File: src/rtl/sparse_route_gen.sv
// Sparse-weight routing generator: walks a latched bitmask LANES bits per
// cycle and emits per-lane one-hot routing codes. Each code is the count of
// earlier set bits in the current segment.
//
// Handshakes: a transfer occurs on a rising clk edge where valid & ready.
// A producer holds valid and its payload stable until that edge, and ready
// never waits on valid. route_* therefore depend only on registers and stay
// frozen while route_valid & ~route_ready.
module sparse_route_gen #(
  parameter  int MASK_W = 16,
  parameter  int LANES  = 4,
  parameter  int OH_W   = 10,
  parameter  int SEQ_W  = 3,
  localparam int GROUPS = MASK_W / LANES,
  localparam int GW     = $clog2(GROUPS) + 1,
  localparam int NW     = $clog2(LANES + 1)
) (
  input  logic                  clk,
  input  logic                  rstn,
  input  logic                  clr,
  input  logic [GW-1:0]         cfg_seg_grps,
  input  logic                  mask_valid,
  output logic                  mask_ready,
  input  logic [MASK_W-1:0]     mask_data,
  input  logic                  mask_last,
  output logic                  route_valid,
  input  logic                  route_ready,
  output logic [LANES*OH_W-1:0] route_onehot,
  output logic [NW-1:0]         route_nnz,
  output logic [GW-2:0]         route_grp,
  output logic [SEQ_W-1:0]      route_seq,
  output logic                  route_ovf,
  output logic                  route_last,
  output logic                  dbg_state
);

  localparam int CW = $clog2(MASK_W + 1);

  typedef enum logic {S_IDLE = 1'b0, S_RUN = 1'b1} state_t;

  state_t                  r_state;
  state_t                  w_state_nxt;
  logic [MASK_W-1:0]       r_mask;
  logic                    r_last;
  logic [GW-1:0]           r_seg;
  logic [GW-1:0]           r_segpos;
  logic [GW-2:0]           r_grp;
  logic [CW-1:0]           r_cnt;
  logic [SEQ_W-1:0]        r_seq;

  logic                    w_final;
  logic                    w_last_hs;
  logic                    w_route_hs;
  logic                    w_mask_hs;
  logic [GW-1:0]           w_seg_eff;
  logic [LANES-1:0]        w_grp_bits;
  logic [CW-1:0]           w_run;
  logic [NW-1:0]           w_nnz;
  logic                    w_ovf;
  logic [LANES*OH_W-1:0]   w_onehot;

  assign w_final    = (r_grp == (GW-1)'(GROUPS - 1));
  assign w_last_hs  = (r_state == S_RUN) & route_ready & w_final;
  assign w_route_hs = route_valid & route_ready;
  assign w_mask_hs  = mask_valid & mask_ready;
  // Zero or oversize segment length means one segment spanning the block
  assign w_seg_eff  = ((cfg_seg_grps == '0) || (cfg_seg_grps > GW'(GROUPS)))
                      ? GW'(GROUPS) : cfg_seg_grps;
  assign w_grp_bits = r_mask[r_grp*LANES +: LANES];

  // FSM state register
  always_ff @(posedge clk or negedge rstn) begin
    if (!rstn) r_state <= S_IDLE;
    else       r_state <= w_state_nxt;
  end

  // FSM next state: a new mask in the final-group cycle keeps us in RUN
  always_comb begin
    w_state_nxt = r_state;
    if (clr) begin
      w_state_nxt = S_IDLE;
    end else begin
      case (r_state)
        S_IDLE:  if (w_mask_hs) w_state_nxt = S_RUN;
        S_RUN:   if (w_last_hs && !w_mask_hs) w_state_nxt = S_IDLE;
        default: w_state_nxt = S_IDLE;
      endcase
    end
  end

  // FSM outputs: accept a mask when idle or while the final group leaves
  always_comb begin
    route_valid = (r_state == S_RUN);
    mask_ready  = ((r_state == S_IDLE) | w_last_hs) & ~clr;
  end

  // Block registers: latch on mask accept, step group/segment count on route accept
  always_ff @(posedge clk or negedge rstn) begin
    if (!rstn) begin
      r_mask   <= '0;
      r_last   <= 1'b0;
      r_seg    <= '0;
      r_segpos <= '0;
      r_grp    <= '0;
      r_cnt    <= '0;
      r_seq    <= '0;
    end else if (clr) begin
      r_segpos <= '0;
      r_grp    <= '0;
      r_cnt    <= '0;
      r_seq    <= '0;
    end else begin
      if (w_route_hs) r_seq <= r_seq + SEQ_W'(1);
      if (w_mask_hs) begin
        r_mask   <= mask_data;
        r_last   <= mask_last;
        r_seg    <= w_seg_eff;
        r_segpos <= '0;
        r_grp    <= '0;
        r_cnt    <= '0;
      end else if (w_route_hs && !w_final) begin
        r_grp <= r_grp + (GW-1)'(1);
        if (r_segpos == r_seg - GW'(1)) begin
          r_segpos <= '0;
          r_cnt    <= '0;
        end else begin
          r_segpos <= r_segpos + GW'(1);
          r_cnt    <= r_cnt + CW'(w_nnz);
        end
      end
    end
  end

  // Lane decode: running prefix count inside the group selects the one-hot bit
  always_comb begin
    w_run    = r_cnt;
    w_nnz    = '0;
    w_ovf    = 1'b0;
    w_onehot = '0;
    for (int l = 0; l < LANES; l++) begin
      if (w_grp_bits[l]) begin
        if (int'(w_run) < OH_W) w_onehot[l*OH_W +: OH_W] = OH_W'(1) << w_run;
        else                    w_ovf = 1'b1;
        w_run = w_run + CW'(1);
        w_nnz = w_nnz + NW'(1);
      end
    end
  end

  assign route_onehot = route_valid ? w_onehot : '0;
  assign route_nnz    = route_valid ? w_nnz    : '0;
  assign route_ovf    = route_valid & w_ovf;
  assign route_last   = route_valid & r_last & w_final;
  assign route_grp    = r_grp;
  assign route_seq    = r_seq;
  assign dbg_state    = r_state;

endmodule

File: config.mk
export PLATFORM = sky130hd
export DESIGN_NAME = sparse_route_gen
export DESIGN_NICKNAME = d
export VERILOG_FILES = /design/src/rtl/sparse_route_gen.sv
export SDC_FILE = /design/constraint.sdc
export NUM_CORES = 1
export LEC_CHECK = 0
export CAP_MARGIN = 20
export CORE_ASPECT_RATIO = 0.5
export CORE_MARGIN = 2
export CORE_UTILIZATION = 49
export DETAILED_ROUTE_END_ITERATION = 16
export PLACE_DENSITY_LB_ADDON = 0.05
export SYNTH_ARGS = -nofsm -noshare
export SYNTH_HDL_FRONTEND = slang
export SYNTH_SLANG_ARGS = --single-unit
File: constraint.sdc
create_clock -name clk -period 5.18 [get_ports clk]
set_clock_uncertainty 0.2 [all_clocks]
set_input_delay 1.036 -clock clk [delete_from_list [all_inputs] [get_ports clk]]
set_output_delay 1.036 -clock clk [all_outputs]
set_load 0.01 [all_outputs]
==> impl_metrics.env <==
export IMPL_dpl_cell_count=487
export IMPL_async_reset_ff_share_pct=100.0
export IMPL_fin_ws_ns=0.1494
export IMPL_critPathSlowestCell="mux4_2"
export IMPL_drv_slew=0
export IMPL_route_detailed_drc=0
export IMPL_crit_path_start_kind="register"
export IMPL_period_needed_ns=5.031
export IMPL_io_pins=78
export IMPL_ys_warn_count=0
export IMPL_wl_per_cell_um=14.05
export IMPL_mappedNetlistNets=389
export IMPL_dominantRegCellSynth="dfrtp_1"
export IMPL_final_cell_mix="nand2_1 (72), clkdlybuf4s50_1 (66), dfrtp_1 (34)"
export IMPL_grt_usage_pct=22.33
export IMPL_reg2reg_slack_ns=1.22
export IMPL_fp_coreArea_um2=5539
export IMPL_diodes=0
export IMPL_clk_pin_slew_ns=0.05
export IMPL_cts_sink_count=34
export IMPL_ctsLongestPathBuffers=2
export IMPL_synthXorXnorAreaFrac_pct=7.341
export IMPL_synth_top_family_by_area="simple AND/OR/NAND/NOR gates"
export IMPL_synthCells=337
export IMPL_via_per_inst=5.331
export IMPL_wl_um=6999
export IMPL_setup_worst_path_start="route_grp[0]"
export IMPL_grt_pass1_wl_um=11720
export IMPL_fillers=464
export IMPL_hold_buffers=0
export IMPL_max_stage_delay_ns=0.63
export IMPL_synth_ff_latch_count=34
export IMPL_path_class="register to primary output"
export IMPL_p_per_area_nw_per_um2=392.1
export IMPL_ant_nets=0
export IMPL_synth_mux_area_share_pct=7.253
export IMPL_endpoint_kind="primary output"
export IMPL_htree_num_levels=2
export IMPL_fp_dieH_um=57.90
export IMPL_crit_path_frequent_cell="ha_1"
export IMPL_initial_core_util_pct=51.39
export IMPL_num_vias=2655
export IMPL_hold_violations=0
export IMPL_period_share_pct=97.12
export IMPL_worst_pin_slew_ns=0.8222
export IMPL_grt_pass1_vias=2576
export IMPL_gr_max_usage_layer="met2"
export IMPL_fp_row_count=19
export IMPL_crit_required_ns=3.94
export IMPL_globalplace_congestion=0.8248
export IMPL_drv_cap=0
export IMPL_syn_mean_instance_area_um2=8.447
export IMPL_final_common_cell="nand2_1"
export IMPL_detailedRoute_firstPassIterationCount=4
export IMPL_layoutNonFillerInstCount=498
export IMPL_cp_data_arrival_time_ns=3.79
export IMPL_die_w_um=111.8
export IMPL_cp_max_fo=4
export IMPL_post_synth_instance_area_um2=2846
export IMPL_hpwl_um=5303
export IMPL_numCtsBuffers=5
export IMPL_yosys_area_share_adder_pct=12.13
export IMPL_synth_cell_type_count=55
export IMPL_maxSlewHeadroom_pct=45.19
export IMPL_grt_max_degree=35
export IMPL_area_growth_pct=38.33
export IMPL_leakagePower_nw=1.850
export IMPL_rr_startpoint="route_grp[0]"
export IMPL_seq_area_frac_synth_pct=29.89
export IMPL_grtUsageMet3_pct=3.556
export IMPL_timing_rr_end="r_cnt[4]"
export IMPL_setup_viol=0
export IMPL_clock_tree_root_cell="clkbuf_16"
export IMPL_drt_iter0_drc=101
export IMPL_fmax_ghz=0.1988
export IMPL_synth_compound_area_share_pct=9.538
export IMPL_overflow=0
export IMPL_die_area_um2=6472
export IMPL_globalRouteMet1Util_pct=30.55
export IMPL_synthSimpleGateAreaFrac_pct=29.23
export IMPL_clock_latency_ns=0.27
export IMPL_num_nets_final=476
export IMPL_grt_util_met2_pct=38.01
export IMPL_cts_tree="built"
export IMPL_run_status="complete, no violations"
export IMPL_ir_drop_mv=0.2309
export IMPL_layout_drive_gt1_share_pct=11.53
export IMPL_post_place_ws_ns=0.06579
export IMPL_io_buffers=77
export IMPL_final_setup_tns_ns=0
export IMPL_antenna_found_initial=0
export IMPL_synth_edf_count=0
export IMPL_cp_endpoint="route_onehot[30]"
export IMPL_path_cells="mux4_2 -> mux2i_2 -> inv_1 -> ha_1 -> or3b_1 -> a32oi_2 -> ha_1 -> nand2b_1 -> o21a_2 -> nor4_1 -> dlygate4sd2_1"
export IMPL_hold_class="register to register"
export IMPL_holdWs_ns=0.2780
export IMPL_r2r_cells=14
==> cell usage after synthesis, types with 3 or more instances <==
| cell type | n | share of area (%) |
|---|---|---|
| and2_1 | 10 | 2.2 |
| xor2_1 | 10 | 3.1 |
| a21o_1 | 3 | 0.79 |
| nor2_1 | 33 | 4.4 |
| and3_1 | 10 | 2.2 |
| nor4_1 | 9 | 2.0 |
| and4_1 | 3 | 0.92 |
| ha_1 | 26 | 11 |
| a21oi_1 | 7 | 1.2 |
| o21ai_0 | 12 | 2.1 |
| nand3_1 | 8 | 1.4 |
| nand2_1 | 72 | 9.5 |
| nor3_1 | 9 | 1.6 |
| dfrtp_1 | 34 | 30 |
| clkbuf_1 | 8 | 1.1 |
| mux2i_1 | 6 | 2.1 |
| nand3b_1 | 4 | 1.1 |
| nor2b_1 | 4 | 0.88 |
| xnor2_1 | 7 | 2.2 |
| mux4_2 | 4 | 3.2 |
| inv_1 | 17 | 2.2 |
==> final cells by class <==
cell class,count,area [um2],share of cell area [%]
inverters,19,71.32,1.811
clock inverters,2,12.51,0.3178
clock buffers,6,138.9,3.527
repair buffers,92,874.6,22.21
flip-flops and latches,34,850.8,21.61
multi-input cells,272,1898,48.20
well taps,73,91.34,2.320
==> critical path, delay by kind of cell (launching register included) <==
family          cells  cell delay [ns]
mux                 2             0.86
buf+inv             2             0.40
compound gates      2             0.46
flops               1             0.36
fa+ha+maj           2             0.55
simple gates        3             0.90
==> sequential cells by signal (all words and copies together) (netlist names) <==
signal / count
route_seq: 3
r_mask: 16
r_cnt: 5
r_last: 1
r_segpos: 3
r_seg: 3
dbg_state: 1
route_grp: 2
==> kinds of logic after synthesis <==
logic type      Yosys count
simple gates            173
compound gates           39
flops                    34
buf+inv                  31
fa+ha+maj                27
xor+xnor                 20
mux                      13
==> per-stage QoR <==
step                      total power, mW  area (um2)  util, %
after detailed placement            1.202        3739    67.49
final                               1.544        3938    71.09
after global routing                1.668        3938    71.09
after CTS                           1.524        3902    70.45
after floorplan                    0.9244        2846        -
after global placement              1.178        3739    67.49
==> worst min-delay path by stage <==
stage / cells after the start / end / startpoint / slack [ns]
6_report: 2 / r_mask[11] / r_mask[11] / 0.28
5_1_grt: 2 / r_last / r_last / 0.30
4_1_cts: 2 / r_mask[11] / r_mask[11] / 0.28
3_5_place_dp: 2 / r_mask[11] / r_mask[11] / 0.26
3_3_place_gp: 2 / r_mask[11] / r_mask[11] / 0.25
2_1_floorplan: 2 / r_last / r_last / 0.24
==> routing by layer <==
metal	part of all wire [%]	wire length, um
met3	4.0	283
met1	48	3373
met5	0	0
met4	0.34	24
met2	47	3318
==> power breakdown <==
| part | internal, mW | switching, mW | leakage, nW |
|---|---|---|---|
| Clock | 0.190 | 0.106 | 0.0729 |
| Sequential | 0.308 | 0.0285 | 0.439 |
| Combinational | 0.383 | 0.528 | 1.34 |
==> repair_timing <==
item                                    4_1_cts  5_1_grt
buffers inserted                              2        1
hold endpoints to repair                      0        0
pin swaps                                     1        1
endpoints found under the setup margin       11        6
gates resized for setup                      13        7
Note: power is estimated with default switching activity, not from simulation.
